### src/rtl/regfile_scoreboard.sv
// Register-file busy-bit scoreboard: tracks pending writes per register and
// decides issue/stall for RAW and WAW hazards with same-cycle writeback bypass.
module regfile_scoreboard #(
    parameter int ADDR_W   = 5,
    parameter bit ZERO_REG = 1'b1
) (
    input  logic                   clock_i,
    input  logic                   reset_n_i,
    input  logic                   issue_valid_i,
    input  logic [ADDR_W-1:0]      issue_dst_i,
    input  logic                   issue_dst_used_i,
    input  logic [ADDR_W-1:0]      src_a_i,
    input  logic [ADDR_W-1:0]      src_b_i,
    input  logic                   src_a_used_i,
    input  logic                   src_b_used_i,
    output logic                   issue_ready_o,
    output logic                   stall_o,
    input  logic                   wb_valid_i,
    input  logic [ADDR_W-1:0]      wb_dst_i,
    input  logic                   flush_i,
    output logic [2**ADDR_W-1:0]   busy_o,
    output logic [2**ADDR_W-1:0]   dst_onehot_o,
    output logic [ADDR_W:0]        pending_count_o
);

    localparam int NUM_REGS = 2**ADDR_W;
    localparam int CNT_W    = ADDR_W + 1;

    logic [NUM_REGS-1:0] busy_q, busy_d;
    logic [NUM_REGS-1:0] dst_oh_q, dst_oh_d;
    logic [CNT_W-1:0]    cnt_q, cnt_d;
    logic [NUM_REGS-1:0] wb_dec, ebusy, set_vec, clr_vec;
    logic                raw_a, raw_b, waw, fire;

    // One-hot decode; a hardwired zero register never appears in any decode.
    function automatic logic [NUM_REGS-1:0] dec(input logic [ADDR_W-1:0] x);
        logic [NUM_REGS-1:0] v;
        v    = '0;
        v[x] = 1'b1;
        if (ZERO_REG) v[0] = 1'b0;
        return v;
    endfunction

    always_comb begin
        wb_dec        = wb_valid_i ? dec(wb_dst_i) : '0;
        ebusy         = busy_q & ~wb_dec;
        raw_a         = src_a_used_i & ebusy[src_a_i];
        raw_b         = src_b_used_i & ebusy[src_b_i];
        waw           = issue_dst_used_i & ebusy[issue_dst_i];
        issue_ready_o = ~flush_i & ~raw_a & ~raw_b & ~waw;
        stall_o       = issue_valid_i & ~issue_ready_o;
        fire          = issue_valid_i & issue_ready_o;
        set_vec       = (fire & issue_dst_used_i) ? dec(issue_dst_i) : '0;
        clr_vec       = wb_dec & busy_q;

        if (flush_i) begin
            busy_d   = '0;
            dst_oh_d = '0;
            cnt_d    = '0;
        end else begin
            // Set is applied after clear so a same-index issue keeps the bit.
            busy_d   = (busy_q & ~clr_vec) | set_vec;
            dst_oh_d = set_vec;
            cnt_d    = cnt_q + {{ADDR_W{1'b0}}, |set_vec} - {{ADDR_W{1'b0}}, |clr_vec};
        end
    end

    always_ff @(posedge clock_i or negedge reset_n_i) begin
        if (!reset_n_i) begin
            busy_q   <= '0;
            dst_oh_q <= '0;
            cnt_q    <= '0;
        end else begin
            busy_q   <= busy_d;
            dst_oh_q <= dst_oh_d;
            cnt_q    <= cnt_d;
        end
    end

    assign busy_o          = busy_q;
    assign dst_onehot_o    = dst_oh_q;
    assign pending_count_o = cnt_q;

endmodule

### config.mk
export PLATFORM = sky130hd
export DESIGN_NAME = regfile_scoreboard
export DESIGN_NICKNAME = d
export VERILOG_FILES = /design/src/rtl/regfile_scoreboard.sv
export SDC_FILE = /design/constraint.sdc
export NUM_CORES = 1
export LEC_CHECK = 0
export CORE_MARGIN = 5
export CORE_UTILIZATION = 45
export DETAILED_ROUTE_END_ITERATION = 7
export PLACE_DENSITY_LB_ADDON = 0.3
export SETUP_SLACK_MARGIN = 0.4
export SYNTH_ARGS = -nofsm -noshare
export SYNTH_HDL_FRONTEND = slang
export SYNTH_SLANG_ARGS = --single-unit
### constraint.sdc
create_clock -name clock_i -period 11.2 [get_ports clock_i]
set_input_delay 1.12 -clock clock_i [delete_from_list [all_inputs] [get_ports clock_i]]
set_output_delay 1.12 -clock clock_i [all_outputs]
set_load 0.02 [all_outputs]
Yosys cells after proc, flatten, opt, wreduce, memory -nomap -nowiden
Cells that the tools add are included.

storage, ports and cells
  flip-flop bits (word level) = 70
  bits in latches = 0
  memory bits (writable) = 0
  memory bits (read-only) = 0
  output and inout bits = 72
  word-level logic and storage cells = 50
  memories kept = 0

operators by class
  add/sub/neg operators = 2
  $mul = 0
  div/mod/pow operators = 0
  order comparisons = 6
  equality and inequality tests = 0
  shifts and indexed selects = 0
  mux-type cells = 15
  bitwise operators = 20
  reduce and logical (&&, ||, !) cells = 4

operators with widths
  operator                                                                       number
  32-bit two-way mux                                                             4
  32-bit bitwise AND                                                             3
  32-bit NOT                                                                     2
  32-bit OR reduction                                                            2
  32-bit OR                                                                      1
  5-bit by 6-bit less-than comparator with 1-bit output (second input constant)  4
  1-bit binary-select mux with 5-bit select                                      3
  1-bit demux with 5-bit select                                                  2
  5-bit by 1-bit >= comparator with 1-bit output (second input constant)         2
  1-bit bitwise AND                                                              9
  6-bit by 1-bit adder with 6-bit output                                         1
  6-bit two-way mux                                                              1
  6-bit by 1-bit subtractor with 6-bit output                                    1
  1-bit two-way mux                                                              5
  1-bit NOT                                                                      5
  1-bit logical AND                                                              2

Logic depth before layout (Yosys ltp)
  word-level depth = 21
  gate-level depth with buffers = 19

Worst setup path before layout
Ideal clock, no wire load.

  path type = input port to flip-flop
  from = input wb_dst_i[0]
  to = register cnt_q[4] (netlist: pending_count_o[4])
  arrival time = 4.718 ns
  required time = 11.068 ns
  path slack = 6.350 ns
  stages = 19
  cells stage by stage = buf_2 -> or4b_4 -> o21ai_2 -> mux4_2 -> o22a_1 -> nand4_1 -> a221oi_2 -> a21bo_1 -> buf_6 -> a2111o_1 -> ha_1 -> inv_1 -> ha_1 -> fa_1 -> a21oi_1 -> nor2_1 -> nor2_1 -> xor2_1 -> nor2_1

between the ends
  word-level cells in the longest chain between the ends = 21
  elaborated cells between the ends (all ways) = 32
  classes of those cells = 2 x add/sub; 2 x order compare; 11 x mux; 14 x bitwise; 3 x reduce/logical

RTL lines
  item                                                                                                                                                  RTL line  text
  from (decl)                                                                                                                                           19        input logic [ADDR_W-1:0] wb_dst_i,
  5-bit by 6-bit less-than comparator with 1-bit output (implied by the code) / 5-bit by 1-bit >= comparator with 1-bit output (equally long branches)  39        v[x] = 1'b1;
  1-bit logical AND (implied by the code)                                                                                                               39
  1-bit two-way mux (implied by the code)                                                                                                               39
  1-bit demux with 5-bit select *                                                                                                                       39
  32-bit two-way mux *                                                                                                                                  45        wb_dec = wb_valid_i ? dec(wb_dst_i) : '0;
  32-bit NOT                                                                                                                                            46        ebusy = busy_q & ~wb_dec;
  32-bit bitwise AND                                                                                                                                    46
  1-bit binary-select mux with 5-bit select                                                                                                             47        raw_a = src_a_used_i & ebusy[src_a_i];
  (+6 left out)                                                                                                                                         -
  1-bit bitwise AND                                                                                                                                     52        fire = issue_valid_i & issue_ready_o;
  1-bit bitwise AND                                                                                                                                     53        set_vec = (fire & issue_dst_used_i) ? dec(issue_dst_i) : '0;
  32-bit two-way mux                                                                                                                                    53
  32-bit OR reduction                                                                                                                                   64        cnt_d = cnt_q + {{ADDR_W{1'b0}}, |set_vec} - {{ADDR_W{1'b0}}, |clr_vec};
  6-bit by 1-bit adder with 6-bit output                                                                                                                64
  6-bit by 1-bit subtractor with 6-bit output *                                                                                                         64
  6-bit two-way mux *                                                                                                                                   56        if (flush_i) begin
  net cnt_d[4]                                                                                                                                          31        logic [CNT_W-1:0] cnt_q, cnt_d;
  to (signal assigned)                                                                                                                                  76        cnt_q <= cnt_d;
  to (decl)                                                                                                                                             31

The timed path passes the listed nets; every way through them passes the cells marked *. The select of a mux whose other input is x is not followed.

Worst setup path after layout
  from = input wb_dst_i[1]
  to = output stall_o

between the ends
  word-level cells in the longest chain between the ends = 16
  elaborated cells between the ends (all ways) = 25
  classes of those cells = 2 x order compare; 9 x mux; 13 x bitwise; 1 x reduce/logical

RTL lines
  item                                                                                                                                                  RTL line  text
  5-bit by 6-bit less-than comparator with 1-bit output (implied by the code) / 5-bit by 1-bit >= comparator with 1-bit output (equally long branches)  39
  1-bit logical AND (implied by the code)                                                                                                               39
  1-bit two-way mux (implied by the code)                                                                                                               39
  1-bit demux with 5-bit select *                                                                                                                       39
  32-bit two-way mux *                                                                                                                                  45
  32-bit NOT *                                                                                                                                          46
  32-bit bitwise AND *                                                                                                                                  46
  1-bit binary-select mux with 5-bit select                                                                                                             47
  1-bit two-way mux (implied by the code)                                                                                                               47
  1-bit bitwise AND                                                                                                                                     47
  1-bit NOT                                                                                                                                             50        issue_ready_o = ~flush_i & ~raw_a & ~raw_b & ~waw;
  1-bit bitwise AND (2 in a row)                                                                                                                        50
  1-bit bitwise AND *                                                                                                                                   50
  1-bit NOT *                                                                                                                                           51        stall_o = issue_valid_i & ~issue_ready_o;
  1-bit bitwise AND *                                                                                                                                   51
  to (decl)                                                                                                                                             17        output logic stall_o,

Every way passes the cells marked *; elsewhere a longest branch is shown, timed or not. The select of a mux whose other input is x is not followed.

==> flow_metrics.env <==
export IMPL_run_status="completed"
export IMPL_report_final_hold_viol_count=0
export IMPL_synth_edf_count=0
export IMPL_timing_max_cap_violations=0
export IMPL_cp_common_cell="clkdlybuf4s50_1"
export IMPL_grt_setup_unrepaired="false"
export IMPL_timing_final_crit_period_ns=6.44
export IMPL_first_global_vias=4074
export IMPL_commonest_cells_after_routing_fill_and_taps_aside="96 x clkdlybuf4s50_1, 77 x nor2_1, 68 x dfrtp_1, 29 x o22ai_1, 26 x nand2_1"
export IMPL_cts_inserted_buffers=9
export IMPL_clk_insertion_delay_late_ns=0.33
export IMPL_critical_path_cell_with_the_highest_stage_delay="clkdlybuf4s50_1"
export IMPL_crit_path_max_incr_delay_ns=0.74
export IMPL_met2_routed_wirelength_microns=6540
export IMPL_rrSetupSlack_ns=6.66
export IMPL_setup_tns_ns=0
export IMPL_initial_core_utilization_pct=46.6
export IMPL_antenna_cells_inserted=0
export IMPL_grt_start_max_net_pins=69
export IMPL_num_vias=4409
export IMPL_async_flop_share_pct=100
export IMPL_cts_num_sinks=68
export IMPL_netlist_area_sq_um=4350
export IMPL_cts_htree_levels=3
export IMPL_grt_first_pass_wirelength_microns=24000
export IMPL_fmaxAchievable_ghz=0.155
export IMPL_sum_of_routed_wire_segments_on_met1_microns=6450
export IMPL_port_buffers=97
export IMPL_post_drt_wl_per_cell_microns=22.1
export IMPL_dr_max_layer_used="met4"
export IMPL_final_core_util_pct=59.5
export IMPL_wirelength_microns=15500
export IMPL_core_area_sq_um=9330
export IMPL_slew_viol_final=0
export IMPL_timing_reg2reg_worst_path_depth=17
export IMPL_critPathArrivalTime_ns=5.32
export IMPL_timing_rr_start="busy_o[2]"
export IMPL_overall_die_height_microns=108
export IMPL_ys_ff_latch=68
export IMPL_clock_tree_root_cell="clkbuf_8"
export IMPL_filler_cell_count=836
export IMPL_gp_routability_congestion=1.02
export IMPL_cp_startpoint="wb_dst_i[1]"
export IMPL_drive_gt1_share_pct=7.34
export IMPL_die_w_microns=108
export IMPL_num_nets_final=602
export IMPL_postCtsHoldBufs=0
export IMPL_areaGrowthSynthToFinish_pct=27.6
export IMPL_crit_end="stall_o"
export IMPL_critPathKind="input pin to output port"
export IMPL_yosys_cell_types_count=67
export IMPL_synth_seq_area_share_pct=39.1
export IMPL_clock_tree_buffer_depth=2
export IMPL_report_final_setup_viol=0
export IMPL_cell_area_power_density_nw_per_um2=109
export IMPL_detailedPlacementHpwl_microns=11400
export IMPL_final_common_cell="clkdlybuf4s50_1"
export IMPL_post_synth_inst_count=496
export IMPL_via_per_inst=6.29
export IMPL_worst_endpoint_required_ns=10.08
export IMPL_postCtsResizedCells=0
export IMPL_groute_usage_overall_pct=27.0
export IMPL_maximum_fanout_along_the_worst_path=65
export IMPL_tritoncts="built"
export IMPL_cp_cell_sequence="clkdlybuf4s50_1 > nand4bb_1 > nor2_1 > nor2b_1 > or4_1 > a311oi_1 > a2111oi_0 > a21bo_1 > buf_4 > o21a_1 > clkdlybuf4s50_1"
export IMPL_globalRoute_totalOverflow=0
export IMPL_cp_start_kind="input pin"
export IMPL_synth_top_flop_cell="dfrtp_1"
export IMPL_synth_warning_count=0
export IMPL_routed_wl_met3_microns=2030
export IMPL_row_count=35
export IMPL_critical_path_reg2reg_endpoint="pending_count_o[4]"
export IMPL_post_synth_cell_area_avg_sq_um=8.77
export IMPL_post_cts_setup_buffer_count=0
export IMPL_period_share_pct=57.5
export IMPL_post_route_drc_count=0
export IMPL_power_ir_vdd_worst_mv=0.0978
export IMPL_clk_slew_on_worst_s_h_paths_ns=0.07
export IMPL_min_delay_path_class="flop to flop"
export IMPL_detailedRoute_firstIterationViolations=545
export IMPL_antenna_violations_before_repair=0
export IMPL_worst_slew_margin_rel_pct=36.7
export IMPL_design_die_area_sq_um=11700
export IMPL_setup_worst_path_end_class="output port"
export IMPL_design_portCount=100
export IMPL_dr_pass1_iters=5
export IMPL_antenna_left=0
export IMPL_clock_skew_final_ns=0.00606
export IMPL_timing_worst_slew_pin_value_ns=0.947
export IMPL_cellLeakagePower_uw=0.00219
-- Yosys cell counts, types with 10 or more instances --
cell | count | share of area (%)
o21ai_1 | 12 | 1.4
nand2_1 | 26 | 2.2
nor3_1 | 14 | 1.6
nand2b_1 | 10 | 1.4
clkbuf_1 | 19 | 1.6
inv_1 | 17 | 1.5
dfrtp_1 | 68 | 39
o22ai_1 | 29 | 4.2
a21oi_1 | 10 | 1.2
nand3b_1 | 23 | 4.0
buf_2 | 15 | 1.7
mux2i_1 | 13 | 3.0
nor2_1 | 77 | 6.6
or2_2 | 10 | 1.4
o21ai_0 | 19 | 2.2
o31ai_1 | 10 | 1.7
-- logic make-up (layout without fill, tap and decap cells) --
logic type      count (synthesis)  count (layout)  synth area share, %
simple gates                  209             209                 25.6
compound gates                129             129                 20.4
flops                          68              68                 39.1
buf+inv                        59             134                 6.22
mux                            18              18                 5.32
fa+ha+maj                       7               7                 2.19
xor+xnor                        5               5                 1.01
other cells                     1               2               0.0862
-- state kept, by name (all words and copies together) (netlist names) --
register	flops
dst_onehot_o	31
pending_count_o	6
busy_o	31
-- worst max-delay path: cells and delay by family --
family / cells / cell delay [ns]
AND/OR/NAND/NOR: 4 / 1.27
buffers and inverters: 3 / 1.84
AO/OA/AOI/OAI: 4 / 1.06
-- report_power, final --
part / total, uW / internal, uW / switching [uW]
clock: 243 / 149 / 94.1
combinational: 106 / 41.3 / 64.6
sequential: 253 / 250 / 3.63
total: 603 / 440 / 162
-- metal layers --
metal | global-route usage [%] | up-vias
met2 | 38.7 | 343
met4 | 9.92 | 0
met1 | 39.3 | 2058
met3 | 6.81 | 46
met5 | 0 | -
li1 | - | 1962
-- per-stage QoR --
step | power [uW] | hold WS (ns) | setup slack (ns) | std cells | instance area (sq um)
3_5_place_dp | 363 | 0.643 | 4.73 | 685 | 5300
6_report | 603 | 0.656 | 4.76 | 701 | 5550
4_1_cts | 604 | 0.657 | 4.89 | 701 | 5550
2_1_floorplan | 327 | 0.680 | 6.35 | 497 | 4350
3_3_place_gp | 361 | 0.632 | 4.74 | 685 | 5300
5_1_grt | 626 | 0.693 | 4.58 | 701 | 5550
-- worst min path at each step --
| stage | to | slack, ns | from | cells after the start |
|---|---|---|---|---|
| detailed placement | pending_count_o[5] | 0.64 | pending_count_o[5] | 3 |
| floorplan | busy_o[16] | 0.68 | busy_o[16] | 2 |
| global route | pending_count_o[5] | 0.69 | pending_count_o[5] | 3 |
| finish | pending_count_o[5] | 0.66 | pending_count_o[5] | 3 |
| global placement | pending_count_o[0] | 0.63 | pending_count_o[0] | 2 |
| CTS | pending_count_o[5] | 0.66 | pending_count_o[5] | 3 |
-- cell type report --
class / instances / area, sq um / share of cell area (%)
Clock buffer: 9 / 124 / 2.23
Clock inverter: 7 / 121 / 2.19
Inverter: 17 / 63.8 / 1.15
Multi-Input combinational cell: 370 / 2380 / 42.9
Sequential cell: 68 / 1700 / 30.7
Tap cell: 129 / 161 / 2.91
Timing Repair Buffer: 101 / 996 / 18.0
Power figures use the tool's default switching activity.
